==> src/rtl/and_seq_pkg.sv <==
// Shared types and default sizes for the AND gate stimulus sequencer and settle monitor.
// Optional input synchronizer is enabled by defining AND_SEQ_SYNC_EN (see and_delay_sequencer).
package and_seq_pkg;

  localparam int NUM_OUT_DEF   = 5;
  localparam int NUM_STEPS_DEF = 8;
  localparam int HOLD_W_DEF    = 4;
  localparam int CNT_W_DEF     = 8;

  typedef enum logic [2:0] {
    IDLE,
    LOAD,
    HOLD,
    CHECK,
    DONE
  } state_e;

  typedef struct packed {
    logic                  a;
    logic                  b;
    logic [HOLD_W_DEF-1:0] hold;
  } step_t;

  // A zero hold still occupies one HOLD cycle.
  function automatic logic [HOLD_W_DEF-1:0] eff_hold(input logic [HOLD_W_DEF-1:0] h);
    return (h == '0) ? HOLD_W_DEF'(1) : h;
  endfunction

endpackage

==> src/rtl/and_settle_counter.sv <==
// Per-output settle counter: counts mismatching cycles until the first match of a step,
// then keeps the largest per-step count seen over the run.
module and_settle_counter #(
  parameter int CNT_W = 8
) (
  input  logic             clk,
  input  logic             rst_n,
  input  logic             clr_i,
  input  logic             en_i,
  input  logic             match_i,
  input  logic             max_clr_i,
  input  logic             max_upd_i,
  output logic [CNT_W-1:0] max_o
);

  logic [CNT_W-1:0] cnt_q, cnt_d;
  logic             frozen_q, frozen_d;
  logic [CNT_W-1:0] max_q, max_d;

  always_comb begin
    cnt_d    = cnt_q;
    frozen_d = frozen_q;
    max_d    = max_q;
    if (clr_i) begin
      cnt_d    = '0;
      frozen_d = 1'b0;
    end else if (en_i && !frozen_q) begin
      // First match freezes the count so later glitches are not recounted.
      if (match_i) begin
        frozen_d = 1'b1;
      end else if (cnt_q != '1) begin
        cnt_d = cnt_q + CNT_W'(1);
      end
    end
    if (max_clr_i) begin
      max_d = '0;
    end else if (max_upd_i && (cnt_q > max_q)) begin
      max_d = cnt_q;
    end
  end

  always_ff @(posedge clk or negedge rst_n) begin
    if (!rst_n) begin
      cnt_q    <= '0;
      frozen_q <= 1'b0;
      max_q    <= '0;
    end else begin
      cnt_q    <= cnt_d;
      frozen_q <= frozen_d;
      max_q    <= max_d;
    end
  end

  assign max_o = max_q;

endmodule

==> src/rtl/and_delay_sequencer.sv <==
// Replays a {a, b, hold} table onto AND gate inputs and measures per-output settle time.
// Define AND_SEQ_SYNC_EN to pass and_in through a 2-flop synchronizer (counts then include +2).
module and_delay_sequencer
  import and_seq_pkg::*;
#(
  parameter int NUM_OUT   = NUM_OUT_DEF,
  parameter int NUM_STEPS = NUM_STEPS_DEF,
  parameter int HOLD_W    = HOLD_W_DEF,
  parameter int CNT_W     = CNT_W_DEF
) (
  input  logic                         clk,
  input  logic                         rst_n,
  input  logic                         start,
  input  logic [$clog2(NUM_STEPS):0]   num_steps_i,
  input  logic                         step_wr_en,
  input  logic [$clog2(NUM_STEPS)-1:0] step_wr_addr,
  input  logic [HOLD_W+1:0]            step_wr_data,
  output logic                         a_out,
  output logic                         b_out,
  input  logic [NUM_OUT-1:0]           and_in,
  output logic                         busy,
  output logic                         done,
  output logic [NUM_OUT*CNT_W-1:0]     settle_cnt_o,
  output logic [NUM_OUT-1:0]           mismatch_o,
  output state_e                       state_o
);

  localparam int IDX_W = $clog2(NUM_STEPS);
  localparam int NS_W  = IDX_W + 1;

  state_e            state_q, state_d;
  logic [IDX_W-1:0]  idx_q, idx_d;
  logic [NS_W-1:0]   nsteps_q, nsteps_d;
  logic [HOLD_W-1:0] hold_q, hold_d;
  logic              a_q, a_d, b_q, b_d;
  logic [NUM_OUT-1:0] mm_q, mm_d;
  step_t             tbl_q [NUM_STEPS];
  logic              load_step, run_clr, cnt_en, chk;
  logic              exp_bit;
  logic [NUM_OUT-1:0] and_cmp;

  // Handshake: start is a level sampled only in IDLE; done is a one-cycle pulse, busy spans LOAD..CHECK.
  assign busy    = (state_q == LOAD) || (state_q == HOLD) || (state_q == CHECK);
  assign done    = (state_q == DONE);
  assign cnt_en  = (state_q == LOAD) || (state_q == HOLD);
  assign chk     = (state_q == CHECK);
  assign exp_bit = a_q & b_q;

  always_ff @(posedge clk or negedge rst_n) begin
    if (!rst_n) begin
      for (int i = 0; i < NUM_STEPS; i++) tbl_q[i] <= '0;
    end else if (step_wr_en && !busy) begin
      tbl_q[step_wr_addr] <= step_t'(step_wr_data);
    end
  end

`ifdef AND_SEQ_SYNC_EN
  logic [NUM_OUT-1:0] sync1_q, sync2_q;

  always_ff @(posedge clk or negedge rst_n) begin
    if (!rst_n) begin
      sync1_q <= '0;
      sync2_q <= '0;
    end else begin
      sync1_q <= and_in;
      sync2_q <= sync1_q;
    end
  end

  assign and_cmp = sync2_q;
`else
  assign and_cmp = and_in;
`endif

  always_comb begin
    state_d   = state_q;
    idx_d     = idx_q;
    nsteps_d  = nsteps_q;
    hold_d    = hold_q;
    a_d       = a_q;
    b_d       = b_q;
    mm_d      = mm_q;
    load_step = 1'b0;
    run_clr   = 1'b0;
    unique case (state_q)
      IDLE: begin
        if (start) begin
          nsteps_d = (num_steps_i > NS_W'(NUM_STEPS)) ? NS_W'(NUM_STEPS) : num_steps_i;
          if (num_steps_i == '0) begin
            state_d = DONE;
          end else begin
            run_clr   = 1'b1;
            idx_d     = '0;
            load_step = 1'b1;
            state_d   = LOAD;
          end
        end
      end
      LOAD: state_d = HOLD;
      HOLD: begin
        if (hold_q <= HOLD_W'(1)) state_d = CHECK;
        else                      hold_d  = hold_q - HOLD_W'(1);
      end
      CHECK: begin
        mm_d = mm_q | (and_cmp ^ {NUM_OUT{exp_bit}});
        if (NS_W'(idx_q) + NS_W'(1) == nsteps_q) begin
          state_d = DONE;
        end else begin
          idx_d     = idx_q + IDX_W'(1);
          load_step = 1'b1;
          state_d   = LOAD;
        end
      end
      DONE:    state_d = IDLE;
      default: state_d = IDLE;
    endcase
    if (run_clr) mm_d = '0;
    // Gate drive and hold length change on the same edge that enters LOAD.
    if (load_step) begin
      a_d    = tbl_q[idx_d].a;
      b_d    = tbl_q[idx_d].b;
      hold_d = eff_hold(tbl_q[idx_d].hold);
    end
  end

  always_ff @(posedge clk or negedge rst_n) begin
    if (!rst_n) begin
      state_q  <= IDLE;
      idx_q    <= '0;
      nsteps_q <= '0;
      hold_q   <= '0;
      a_q      <= 1'b0;
      b_q      <= 1'b0;
      mm_q     <= '0;
    end else begin
      state_q  <= state_d;
      idx_q    <= idx_d;
      nsteps_q <= nsteps_d;
      hold_q   <= hold_d;
      a_q      <= a_d;
      b_q      <= b_d;
      mm_q     <= mm_d;
    end
  end

  for (genvar i = 0; i < NUM_OUT; i++) begin : g_settle
    and_settle_counter #(
      .CNT_W(CNT_W)
    ) u_cnt (
      .clk       (clk),
      .rst_n     (rst_n),
      .clr_i     (load_step),
      .en_i      (cnt_en),
      .match_i   (and_cmp[i] == exp_bit),
      .max_clr_i (run_clr),
      .max_upd_i (chk),
      .max_o     (settle_cnt_o[i*CNT_W +: CNT_W])
    );
  end

  assign a_out      = a_q;
  assign b_out      = b_q;
  assign mismatch_o = mm_q;
  assign state_o    = state_q;

endmodule

==> config.mk <==
export PLATFORM = sky130hd
export DESIGN_NAME = and_delay_sequencer
export DESIGN_NICKNAME = d
export VERILOG_FILES = /design/src/rtl/and_seq_pkg.sv /design/src/rtl/and_settle_counter.sv /design/src/rtl/and_delay_sequencer.sv
export SDC_FILE = /design/constraint.sdc
export NUM_CORES = 1
export LEC_CHECK = 0
export BUFFER_PORTS_ARGS = -buffer_cell sky130_fd_sc_hd__buf_4
export CORE_MARGIN = 2
export CORE_UTILIZATION = 50
export CTS_CLUSTER_DIAMETER = 200
export CTS_CLUSTER_SIZE = 8
export DETAILED_ROUTE_END_ITERATION = 16
export PLACE_DENSITY = 0.72
export SETUP_SLACK_MARGIN = 0.1
export SLEW_MARGIN = 20
export SYNTH_ARGS = -nofsm -noshare
export SYNTH_HDL_FRONTEND = slang
export SYNTH_HIERARCHICAL = 1
export SYNTH_SLANG_ARGS = --single-unit
==> constraint.sdc <==
create_clock -name clk -period 3.81 [get_ports clk]
set_input_delay 0.762 -clock clk [delete_from_list [all_inputs] [get_ports clk]]
set_output_delay 0.762 -clock clk [all_outputs]
set_load 0.02 [all_outputs]
Word-level counts from Yosys, hierarchy flattened --
Cells that the tools add are included.
Word-level totals: register bits after elaboration 154, input bits 22, output and inout port bits 52, logic and storage cells 222
Operators by class: $add $sub $neg 8, $lt $le $gt $ge 10, equality and inequality tests 23, muxes and demuxes 72, bitwise operators 5, reduce and logical (&&, ||, !) cells 58
Operator list (number):
- 2-to-1 mux 8 bit | 30
- bitwise mux 48 bit | 1
- nonzero test 2 bit | 22
- adder 8 x 1 -> 8 bit (second input constant) | 5
- > comparator 8 bit | 5
- inequality test 8 bit (second input constant) | 5
- 2-to-1 mux 3 bit | 7
- 2-to-1 mux 4 bit | 5
- 2-to-1 mux 1 bit | 19
- binary-select mux 6 bit (select 3 bit) | 1
- demux 6 bit (select 3 bit) | 1
- 2-to-1 mux 6 bit | 3
- AND reduction 2 bit | 8
- AND reduction 3 bit | 5
- logical AND 1 bit | 12
- case mux 3 bit (4 select lines) | 1
- 2-to-1 mux 5 bit | 2
- inequality test 2 bit (second input constant) | 5
- greater-or-equal comparator 4 bit (second input constant) | 2
- logical NOT 4 bit | 2
- inverter 3 -> 4 bit | 2
- == test 3 x 2 -> 1 bit (second input constant) | 2
- logical NOT 1 bit | 6
- inequality test 2 x 1 -> 1 bit (second input constant) | 3
- 17 further kinds | 22

Longest topological paths before layout --
Gate-level depths: netlist (run 1).
depth in word-level cells 11, depth in mapped cells 13, mapped depth without buffers 9

Cells and area by module --
Netlist (run 1), hierarchy kept.
Modules (own cells, without submodules):
- and_settle_counter | instances 5, cells each 106, area each 1047.3 sq um, sequential area each 425.4 sq um
- and_delay_sequencer | instances 1, cells each 279, area each 3467.1 sq um, sequential area each 1726.7 sq um

Least setup slack after synthesis (run 1) --
Ideal clock, no wire load.
path type input to register, start input port start, end register hold_q[0], setup time 0.147 ns, arrival 3.048 ns, slack 0.615 ns, stages 10, cell sequence or4b_1 buf_2 or2_1 buf_6 inv_1 a311o_1 mux2i_1 mux4_2 o211ai_2 a31oi_1
Between the ends: cells in the longest elaborated chain, start to end 9, elaborated cells between the ends (all ways) 14, those cells by class eq/ne (1); mux (9); bitwise (1); reduce/logical (3)
RTL lines:
- from (decl) | RTL line and_delay_sequencer.sv:13 | input logic start,
- 2-to-1 mux 3 bit | RTL line and_delay_sequencer.sv:87 | if (start) begin
- case mux 3 bit (2 select lines) | RTL line and_delay_sequencer.sv:85 | unique case (state_q)
- inverter 3 -> 4 bit (not written as such) | RTL line and_delay_sequencer.sv:122 | hold_d = eff_hold(tbl_q[idx_d].hold);
- binary-select mux 6 bit (select 3 bit) | RTL line and_delay_sequencer.sv:122
- 2-to-1 mux 6 bit (not written as such) (2 in a row) | RTL line and_delay_sequencer.sv:122
- logical NOT 4 bit | RTL line and_seq_pkg.sv:26 | return (h == '0) ? HOLD_W_DEF'(1) : h;
- 2-to-1 mux 4 bit | RTL line and_seq_pkg.sv:26
- 2-to-1 mux 4 bit | RTL line and_delay_sequencer.sv:119 | if (load_step) begin
- to (signal assigned) | RTL line and_delay_sequencer.sv:139 | hold_q <= hold_d;
- to (decl) | RTL line and_delay_sequencer.sv:34 | logic [HOLD_W-1:0] hold_q, hold_d;
Several ways; a longest one is shown, not always the timed one. The select of a mux whose other input is x is not followed. A chain may end at the register's enable or synchronous reset.

Final worst setup path (run 1) --
start register idx_q[0], end register a_q, in the netlist a_out
Between the ends: cells in the longest elaborated chain, start to end 8, elaborated cells between the ends (all ways) 13, those cells by class add/sub (2); eq/ne (1); mux (9); bitwise (1)
RTL lines:
- from (decl) | RTL line and_delay_sequencer.sv:32 | logic [IDX_W-1:0] idx_q, idx_d;
- from (signal assigned) | RTL line and_delay_sequencer.sv:137 | idx_q <= idx_d;
- adder 3 x 1 -> 4 bit | RTL line and_delay_sequencer.sv:106 | if (NS_W'(idx_q) + NS_W'(1) == nsteps_q) begin
- == test 4 bit | RTL line and_delay_sequencer.sv:106
- 2-to-1 mux 3 bit | RTL line and_delay_sequencer.sv:106
- case mux 3 bit (2 select lines) | RTL line and_delay_sequencer.sv:85
- inverter 3 -> 4 bit (not written as such) | RTL line and_delay_sequencer.sv:120 | a_d = tbl_q[idx_d].a;
- binary-select mux 6 bit (select 3 bit) | RTL line and_delay_sequencer.sv:120
- 2-to-1 mux 6 bit (2 in a row)
- to (signal assigned) | RTL line and_delay_sequencer.sv:132 | a_q <= 1'b0;
- to (signal assigned) | RTL line and_delay_sequencer.sv:140 | a_q <= a_d;
- to (decl) | RTL line and_delay_sequencer.sv:35 | logic a_q, a_d, b_q, b_d;
Several ways; a longest one is shown, not always the timed one. The select of a mux whose other input is x is not followed.

==> results of run 1 <==
==> cells by family after synthesis <==
kind of cell	count (synthesis)	share of synthesized area (%)
simple gates	278	18.2
flops	154	44.3
mux	114	14.7
compound gates	102	8.15
buf+inv	71	3.49
fa+ha+maj	48	6.90
xor+xnor	42	4.23
==> worst max-delay path, cell delays in order (launching register included) <==
cell      delay, ns
dfrtp_1        0.46
ha_1           0.26
xnor2_1        0.16
or4b_1         0.57
a31oi_2        0.37
mux2i_4        0.56
buf_4          0.26
mux2_2         0.35
o211ai_1       0.18
a31oi_1        0.12
==> registers in the layout, indices dropped and copies added, names as in the netlist <==
signal                   count
mismatch_o                   5
state_o                      3
nsteps_q                     4
tbl_q                       48
hold_q                       4
g_settle.u_cnt/cnt_q        40
idx_q                        3
a_out                        1
g_settle.u_cnt/max_o        40
g_settle.u_cnt/frozen_q      5
b_out                        1
==> how the worst max path moves through the flow <==
| stage | startpoint | endpoint |
|---|---|---|
| 3_5_place_dp | start | a_out |
| 4_1_cts | idx_q[0] | a_out |
| 5_1_grt | idx_q[0] | a_out |
| 2_1_floorplan | start | hold_q[0] |
| 3_3_place_gp | num_steps_i[1] | hold_q[0] |
| 6_report | idx_q[0] | a_out |
==> routing by layer <==
| metal | vias up | global-route usage, % | part of all wire [%] | wire (um) |
|---|---|---|---|---|
| met3 | 28 | 4.03 | 3.8 | 674 |
| met4 | 0 | 7.93 | 2.4 | 429 |
| met1 | 2972 | 26.9 | 46 | 8270 |
| met2 | 107 | 33.3 | 47 | 8430 |
| met5 | - | 0 | 0 | 0 |
| li1 | 3007 | - | - | - |
==> report_power, final <==
| group | leakage (uW) | switching [uW] | internal (uW) |
|---|---|---|---|
| Clock | 0.000306 | 703 | 1160 |
| Combinational | 0.00243 | 1870 | 1580 |
| Sequential | 0.00204 | 357 | 2110 |
==> cell type report <==
class	count	area (um2)	area share [%]
clock buffers	20	467	4.59
clock inverters	12	185	1.82
inverters	47	176	1.73
multi-input cells	584	4550	44.7
flip-flops and latches	154	3850	37.9
well taps	225	282	2.77
repair buffers	86	662	6.51
==> through the flow <==
stage,total power [uW],setup slack [ns],std cells,hold WS [ns]
after floorplan,5090,0.615,809,0.466
after CTS,7840,0.351,1128,0.428
after global placement,5860,0.423,1096,0.481
after global routing,8290,0.156,1128,0.448
after detailed placement,5940,0.387,1096,0.481
final,7770,0.359,1128,0.393
==> layout by cell type (no fill, tap or decap), drive strengths merged, types with 11 or more instances in the layout <==
cell,Yosys,routed
buf,7,86
mux2i,58,58
clkbuf,17,20
a21oi,33,33
inv,47,50
nand2b,78,78
nor3,13,13
o21ai,18,18
nand2,42,42
mux2,51,51
nand4,25,25
ha,48,48
dfrtp,154,154
xnor2,20,20
nor2,60,60
nand3,11,11
xor2,22,22
==> summary.md, run 1 <==
| Metric | Value |
|---|---|
| Status | completed |
| Vias | approximately 6100 |
| Area delta synth->final | 16.9% |
| Initial antenna violation count | 0 |
| Root buffer cell | clkbuf_16 |
| Layout cells sized above 1 | a little under a quarter |
| GRT overflow | 0 |
| Worst R2R Setup Slack | 0.36 ns |
| Commonest cells in the netlist | dfrtp_1 (154), nand2b_1 (78), mux2i_1 (57) |
| Hold Fails Final Rpt | 0 |
| Startpoint Class | flip-flop |
| Area leader, netlist | dfrtp_1 |
| FF-to-FF Start | idx_q[0] |
| H-tree depth | 4 |
| Syn Area/Cell | 10.8 um2 |
| Rel. slew slack | 46.9% |
| Hold Buf Count CTS | 0 |
| Mapped cell area | roughly 8700 um2 |
| Total track usage | between 20% and 30% |
| Final Core Density | 59.2% |
| Worst vdd ir | 0.000800 V |
| Worst Setup Path Type | reg -> reg |
| Asr flop ratio synth | 100% |
| Fmax | between 0.2 and 0.3 GHz |
| Static leakage | 0.00478 uW |
| Final setup vio count | 0 |
| Slew Viols, Final | 0 |
| CORE AREA | 17200 um2 |
| Clk slew on worst S/H paths | around 0.070 ns |
| Cell variety after synth | 57 |
| Placement Cell Area | around 9500 um2 |
| Reg2reg end | a_out |
| PD cells | ~760 nW/um2 |
| PortBufs | 73 |
| Syn Inst Count | about 810 |
| Chip Width | 136 um |
| Vias in the first global route | 5885 |
| CTS max path bufs | 2 |
| Worst path arrival time | around 3.7 ns |
| Leading cell type by number of instances after synthesis | dfrtp_1 |
| Largest net degree at the start of global routing | 86 |
| DR pass1 iterations | 4 |
| Die footprint | ~18000 um2 |
| Die Height | 136 um |
| Routed Antenna Nets | 0 |
| Synth Net Count | 879 |
| Tmin final | 3.45 ns |
| First-pass GRT wire length | about 30 mm |
| Avg Vias per Cell | around 5.4 |
| Post-synth top area share | 44.3% |
| Ys flop type | dfrtp_1 |
| Clock Sinks | roughly 150 |
| Initial DRC count | 402 |
| Post-CTS Repair Setup Buffers | 0 |
| Hold/Removal Path Class | in -> async |
| Fillers | 1468 |
| RSZ-0062 raised after global routing | no |
| Crit end category | flip-flop |
| Final setup TNS | 0 ns |
| Routed wire length | 17.8 mm |
| Drt wl/cell | 15.8 um |
| Post-route cell area | 10200 um2 |
| Max_cap viols | 0 |
| Total CTS buffers | 17 |
| Seq/Total Area, Yosys | 44.3% |
| Nets | 960 |
| CTS tree | built |
| Number of synthesized flops with an enable pin | 0 |
| R2R depth | 9 |
| Initial Util | 50.7% |
| Antenna diode count | 0 |
| Clk_skew | 0.00806 ns |
| YS warnings | 6 |
| Worst skew pair latency | 0.43 ns |
| Final Cycle Share | 90.6% |
| DP Wirelength | 12.2 mm |
| Leading post-synthesis cells by cell area | dfrtp_1 (44%), ha_1 (6.9%), mux2_2 (6.6%), mux2i_1 (6.6%), nand2b_1 (5.6%) |
| Worst Tran Pin Value | approximately 0.80 ns |
| IO Count | 74 |
| Crit-path max FO | 11 |
| CTS resizes | 0 |
| Row cnt | 48 |
| Critical path required time | 4.08 ns |
| Placer Congestion | 0.836 |
| Synthesized flop and latch total | 154 |
| DRC | 0 |
Note: power is estimated with default switching activity, not from simulation.
==> inputs of run 2 (changes only) <==
Clock period 3.81 ns to 3.85 ns, I/O delays scaled along.
==> run 2 against run 1 <==
Compared with the run above:
- core utilization grew 0.080 points
- routed wire length shrank 0.93%
- sequential share of layout area shrank 0.051 points
- via count shrank 1.1%
- count of clock-buffer cells in the layout shrank 2
- total power shrank 0.79%
- first-iteration DRC count grew 24%
- clock power grew 2%
==> summary.md, run 2 (synthesis results as in run 1) <==
| Metric | Value |
|---|---|
| Status | completed (unchanged) |
| Total Power | 7710 uW (was 7770 uW) |
| Flip-flop count of the largest register after layout | 48 (unchanged) |
| Startpoint Class | flip-flop (unchanged) |
| PD cells | 757 nW/um2 (was 764 nW/um2) |
| Comb pwr share | 43.4% (was 44.4%) |
| Initial antenna violation count | 0 (unchanged) |
| Worst Setup Path Type | reg -> reg (unchanged) |
| Routed wire length | 17.6 mm (was 17.8 mm) |
| Root buffer cell | clkbuf_16 (unchanged) |
| FF-to-FF Start | idx_q[0] (unchanged) |
| Final setup vio count | 0 (unchanged) |
| Final setup TNS | 0 ns (unchanged) |
| Clock Sinks | 154 (unchanged) |
| Commonest cells after routing, fill and taps aside | dfrtp_1 (154), buf_4 (83), nand2b_1 (78) (was dfrtp_1 (154), buf_4 (84), nand2b_1 (78)) |
| Clk slew on worst S/H paths | 0.06 ns (was 0.07 ns) |
| IO Count | 74 (unchanged) |
| CP max-delay cell | or4b_1 (unchanged) |
| Clk_skew | 0.00752 ns (was 0.00806 ns) |
| GRT overflow | 0 (unchanged) |
| Sw frac | 37.1% (was 37.7%) |
| Worst skew pair latency | 0.42 ns (was 0.43 ns) |
| First-pass GRT wire length | 29.0 mm (was 29.6 mm) |
| Critical path's top delay family | multiplexers (unchanged) |
| Post-CTS Repair Setup Buffers | 0 (unchanged) |
| Cells along the critical path | ha_1 > xnor2_1 > or4b_1 > a31oi_2 > mux2i_4 > buf_4 > mux2_2 > o211ai_1 > a31oi_1 (unchanged) |
| Fillers | 1457 (was 1468) |
| Routed wl met3 | 615 um (was 674 um) |
| Biggest register | tbl_q (unchanged) |
| Area delta synth->final | 17.0% (was 16.9%) |
| DR pass1 iterations | 4 (unchanged) |
| Chip Width | 136 um (unchanged) |
| Vias in the first global route | 5742 (was 5885) |
| Rel. slew slack | 54.1% (was 46.9%) |
| Slew Viols, Final | 0 (unchanged) |
| Die Height | 136 um (unchanged) |
| CP Depth | 9 (unchanged) |
| Drt wl/cell | 15.7 um (was 15.8 um) |
| Fmax | 0.292 GHz (was 0.290 GHz) |
| Switch Pwr | 2860 uW (was 2930 uW) |
| Worst stage delay on the critical path | 0.58 ns (was 0.57 ns) |
| Max_cap viols | 0 (unchanged) |
| H-tree depth | 4 (unchanged) |
| Worst Tran Pin Value | 0.689 ns (was 0.796 ns) |
| Reg2reg end | b_out (was a_out) |
| CTS max path bufs | 2 (unchanged) |
| Initial DRC count | 499 (was 402) |
| Placed cell count | 1095 (was 1096) |
| P_int | 4850 uW (was 4840 uW) |
| Row cnt | 48 (unchanged) |
| Clk pwr share | 24.6% (was 23.9%) |
| Register area | 3850 um2 (unchanged) |
| Total CTS buffers | 17 (unchanged) |
| Wl on met1 | 8.38 mm (was 8.27 mm) |
| Routed Antenna Nets | 0 (unchanged) |
| Hold Fails Final Rpt | 0 (unchanged) |
| Placer Congestion | 0.836 (about the same) |
| Hold/Removal Path Class | in -> async (unchanged) |
| Met2 Wirelength | 8.35 mm (was 8.43 mm) |
| CTS resizes | 0 (unchanged) |
| PortBufs | 73 (unchanged) |
| Vias | 6045 (was 6114) |
| Top Metal Used | met4 (unchanged) |
| Avg Vias per Cell | 5.36 (was 5.42) |
| Critical path required time | 4.12 ns (was 4.08 ns) |
| CP bufs+invs | 1 (unchanged) |
| Worst vdd ir | 0.000596 V (was 0.000800 V) |
| RSZ-0062 raised after global routing | no (unchanged) |
| DP Wirelength | 12.4 mm (was 12.2 mm) |
| Initial Util | 50.7% (unchanged) |
| Total track usage | 20.0% (was 20.4%) |
| Hold Buf Count CTS | 0 (unchanged) |
| Tmin final | 3.43 ns (was 3.45 ns) |
| Largest net degree at the start of global routing | 81 (was 86) |
| Worst R2R Setup Slack | 0.42 ns (was 0.36 ns) |
| Worst path arrival time | 3.70 ns (was 3.72 ns) |
| Flop pwr share | 32.0% (was 31.7%) |
| Hold Slack | 0.356 ns (was 0.393 ns) |
| CTS tree | built (unchanged) |
| Commonest non-fill, non-tap cell in the layout | dfrtp_1 (unchanged) |
| Crit end category | flip-flop (unchanged) |
| Crit-path max FO | 11 (unchanged) |
| Final Cycle Share | 89.1% (was 90.6%) |
| R2R depth | 9 (unchanged) |
| Finished Layout Cells | 1127 (was 1128) |
| Layout cells sized above 1 | 23.1% (was 23.3%) |
| Die footprint | 18500 um2 (unchanged) |
| Static leakage | 0.00478 uW (about the same) |
| Multi-input gate area | 4550 um2 (unchanged) |
| DRC | 0 (unchanged) |
| CORE AREA | 17200 um2 (unchanged) |
| Nets | 959 (was 960) |
| Antenna diode count | 0 (unchanged) |
-- run 2: changes by cell type in the layout (fill, tap and decap cells not counted), sizes merged --
| cell | change |
|---|---|
| bufinv | +2 |
| clkbuf | -2 |
| buf | -1 |
| clkinvlp | +1 |
| inv | -1 |
-- run 2: worst max path at each step --
stage                   from         to  slack (ns)
floorplan              start  hold_q[0]        0.65
global placement       start      b_out        0.42
detailed placement     start      b_out        0.37
CTS                 idx_q[0]      b_out        0.41
global route        idx_q[0]      b_out        0.21
finish              idx_q[0]      b_out        0.42
-- run 2: power groups by stage --
stage / Clock (uW) / Sequential, uW / Combinational, uW
after global routing: 2010 / 2530 / 3700
after global placement: 0 / 2480 / 3290
after floorplan: 0 / 2460 / 2580
final: 1900 / 2470 / 3350
after detailed placement: 0 / 2500 / 3360
after CTS: 1920 / 2470 / 3390
-- run 2: cell type report --
cell class	instances	share of cell area, %
repair buffers	85	6.42
well taps	225	2.76
multi-input cells	584	44.6
clock inverters	14	2.40
flip-flops and latches	154	37.8
clock buffers	18	4.21
inverters	47	1.73
-- run 2: metrics by stage --
stage / setup slack (ns) / utilization (%) / cell area, um2
global placement: 0.415 / 55.4 / 9510
CTS: 0.409 / 59.3 / 10200
global route: 0.207 / 59.3 / 10200
finish: 0.421 / 59.3 / 10200
floorplan: 0.647 / - / 8700
detailed placement: 0.367 / 55.4 / 9510
-- run 2: metal layers --
layer  vias to the layer above  GRT usage [%]
met3                        20           3.88
met4                         0           6.08
li1                       3000              -
met5                         -              0
met1                      2933           27.2
met2                        92           32.3
==> inputs of run 3 (changes only) <==
Settings changed: PLACE_DENSITY 0.72 to 0.74.
Clock period 3.85 ns to 3.1 ns, I/O delays scaled along.
==> run 3 against run 2 <==
Compared with the run above:
- flip-flop and latch count unchanged
- core utilization grew 1.3 points
- clock skew about the same
- critical endpoint is now hold_q[0]
==> summary.md, run 3 (synthesis results as in run 1) <==
| Metric | Value |
|---|---|
| Clock Sinks | 154 (unchanged) |
| FF-to-FF Start | idx_q[0] (unchanged) |
| CP Launch Point | idx_q[0] (unchanged) |
| Drt wl/cell | 15.8 um (was 15.7 um) |
| Fmax | 0.331 GHz (was 0.292 GHz) |
| Root buffer cell | clkbuf_16 (unchanged) |
| Biggest register | tbl_q (unchanged) |
| Final Cycle Share | 97.6% (was 89.1%) |
| GR peak layer | met2 (unchanged) |
| Hold Buf Count CTS | 0 (unchanged) |
| Hold/Removal Path Class | in -> async (unchanged) |
| Chip Width | 136 um (unchanged) |
| Startpoint Class | flip-flop (unchanged) |
| CP bufs+invs | 1 (unchanged) |
| Area delta synth->final | 19.7% (was 17.0%) |
| DR pass1 iterations | 4 (unchanged) |
| Worst path arrival time | 3.30 ns (was 3.70 ns) |
| GRT overflow | 0 (unchanged) |
| Grt met3 use | 3.99% (was 3.88%) |
| Commonest non-fill, non-tap cell in the layout | dfrtp_1 (unchanged) |
| Routed wire length | 18.1 mm (was 17.6 mm) |
| R2R depth | 10 (was 9) |
| Rel. slew slack | 55.2% (was 54.1%) |
| IO Count | 74 (unchanged) |
| Commonest cells after routing, fill and taps aside | dfrtp_1 (151), buf_4 (93), nand2b_1 (78) (was dfrtp_1 (154), buf_4 (83), nand2b_1 (78)) |
| Crit end category | flip-flop (unchanged) |
| Cells along the critical path | ha_4 > xnor2_4 > or4b_4 > a31oi_4 > mux2i_4 > clkbuf_16 > mux2i_1 > mux4_2 > o211ai_2 > a31oi_1 (was ha_1 > xnor2_1 > or4b_1 > a31oi_2 > mux2i_4 > buf_4 > mux2_2 > o211ai_1 > a31oi_1) |
| Total CTS buffers | 17 (unchanged) |
| Worst vdd ir | 0.000727 V (was 0.000596 V) |
| CORE AREA | 17200 um2 (unchanged) |
| Hold Slack | 0.171 ns (was 0.356 ns) |
| Layout cells sized above 1 | 26.0% (was 23.1%) |
| Placed cell count | 1103 (was 1095) |
| CTS max path bufs | 2 (unchanged) |
| Critical path's top delay family | multiplexers (unchanged) |
| Largest net degree at the start of global routing | 81 (unchanged) |
| Worst Tran Pin Value | 0.670 ns (was 0.689 ns) |
| Total track usage | 21.2% (was 20.0%) |
| Reg2reg end | hold_q[0] (was b_out) |
| Crit-path max FO | 5 (was 11) |
| Worst Setup Path Type | reg -> reg (unchanged) |
| Routed Antenna Nets | 0 (unchanged) |
| H-tree depth | 4 (unchanged) |
| CTS tree | built (unchanged) |
| Nets | 978 (was 959) |
| Status | completed (unchanged) |
| Worst stage delay on the critical path | 0.54 ns (was 0.58 ns) |
| RSZ-0062 raised after global routing | yes (was no) |
| Vias in the first global route | 6104 (was 5742) |
| Flip-flop count of the largest register after layout | 48 (unchanged) |
| Finished Layout Cells | 1146 (was 1127) |
| Max_cap viols | 0 (unchanged) |
| Initial antenna violation count | 0 (unchanged) |
| CP max-delay cell | or4b_4 (was or4b_1) |
| Worst R2R Setup Slack | 0.07 ns (was 0.42 ns) |
| Tmin final | 3.03 ns (was 3.43 ns) |
| Met1 usage | 28.4% (was 27.2%) |
| Avg Vias per Cell | 5.36 (about the same) |
| Static leakage | 0.00487 uW (was 0.00478 uW) |
| Critical path required time | 3.37 ns (was 4.12 ns) |
| Slew Viols, Final | 0 (unchanged) |
| GR Layer Usage met2 | 34.0% (was 32.3%) |
| Clk slew on worst S/H paths | 0.06 ns (about the same) |
| Initial DRC count | 305 (was 499) |
| PD cells | 964 nW/um2 (was 757 nW/um2) |
| DRC | 0 (unchanged) |
| Final setup vio count | 0 (unchanged) |
| Die Height | 136 um (unchanged) |
| Row cnt | 48 (unchanged) |
| Clk_skew | 0.00768 ns (was 0.00752 ns) |
| Worst skew pair latency | 0.43 ns (was 0.42 ns) |
| Initial Util | 50.7% (unchanged) |
| Antenna diode count | 0 (unchanged) |
| Vias | 6140 (was 6045) |
| Critical Path Sink | hold_q[0] (was b_out) |
| CP Depth | 10 (was 9) |
| Die footprint | 18500 um2 (unchanged) |
| PortBufs | 73 (unchanged) |
| DP Wirelength | 12.7 mm (was 12.4 mm) |
| First-pass GRT wire length | 30.7 mm (was 29.0 mm) |
| Hold Fails Final Rpt | 0 (unchanged) |
| Placer Congestion | 0.825 (was 0.836) |
run 3: how the worst min path moves through the flow:
| stage | cells after the start | slack (ns) | end |
|---|---|---|---|
| global route | 1 | 0.21 | g_settle[3].u_cnt/max_o[5] |
| CTS | 1 | 0.19 | g_settle[3].u_cnt/cnt_q[4] |
| detailed placement | 1 | 0.49 | mismatch_o[3] |
| finish | 1 | 0.17 | g_settle[3].u_cnt/max_o[5] |
| floorplan | 0 | 0.32 | a_out |
| global placement | 1 | 0.48 | mismatch_o[3] |
run 3: layout make-up:
class	count	area, um2
Tap cell	225	282
Multi-Input combinational cell	584	4620
Sequential cell	154	3860
Clock inverter	11	119
Fill cell	1464	6760
Timing Repair Buffer	104	893
Clock buffer	21	470
Inverter	47	180
run 3: timing repair:
action / CTS / global route
cloned: 0 / 2
buffers inserted: 1 / 8
pin swaps: 2 / 5
resized for setup: 3 / 12
endpoints found under the setup margin: 4 / 6
run 3: metal layers:
| layer | routed length, um | part of all wire, % | vias to the layer above |
|---|---|---|---|
| li1 | - | - | 3039 |
| met3 | 714 | 3.9 | 28 |
| met1 | 8310 | 46 | 2968 |
| met4 | 402 | 2.2 | 0 |
| met2 | 8710 | 48 | 105 |
| met5 | 0 | 0 | - |
run 3: where the power goes:
part	internal (uW)	total, uW	switching, uW
combinational	2440	4920	2480
sequential	2600	3050	456
clock	1240	2070	828
run 3: per-stage QoR:
stage	setup WS (ns)	utilization, %	TNS, ns	instance area (um2)	total power [uW]
floorplan	0.103	-	0	8730	6320
global placement	0.0344	56.1	0	9640	7380
detailed placement	0.00497	56.1	0	9640	7520
CTS	0.0998	59.7	0	10200	9670
global route	-0.0450	60.6	-0.0450	10400	10800
finish	0.0746	60.6	0	10400	10000
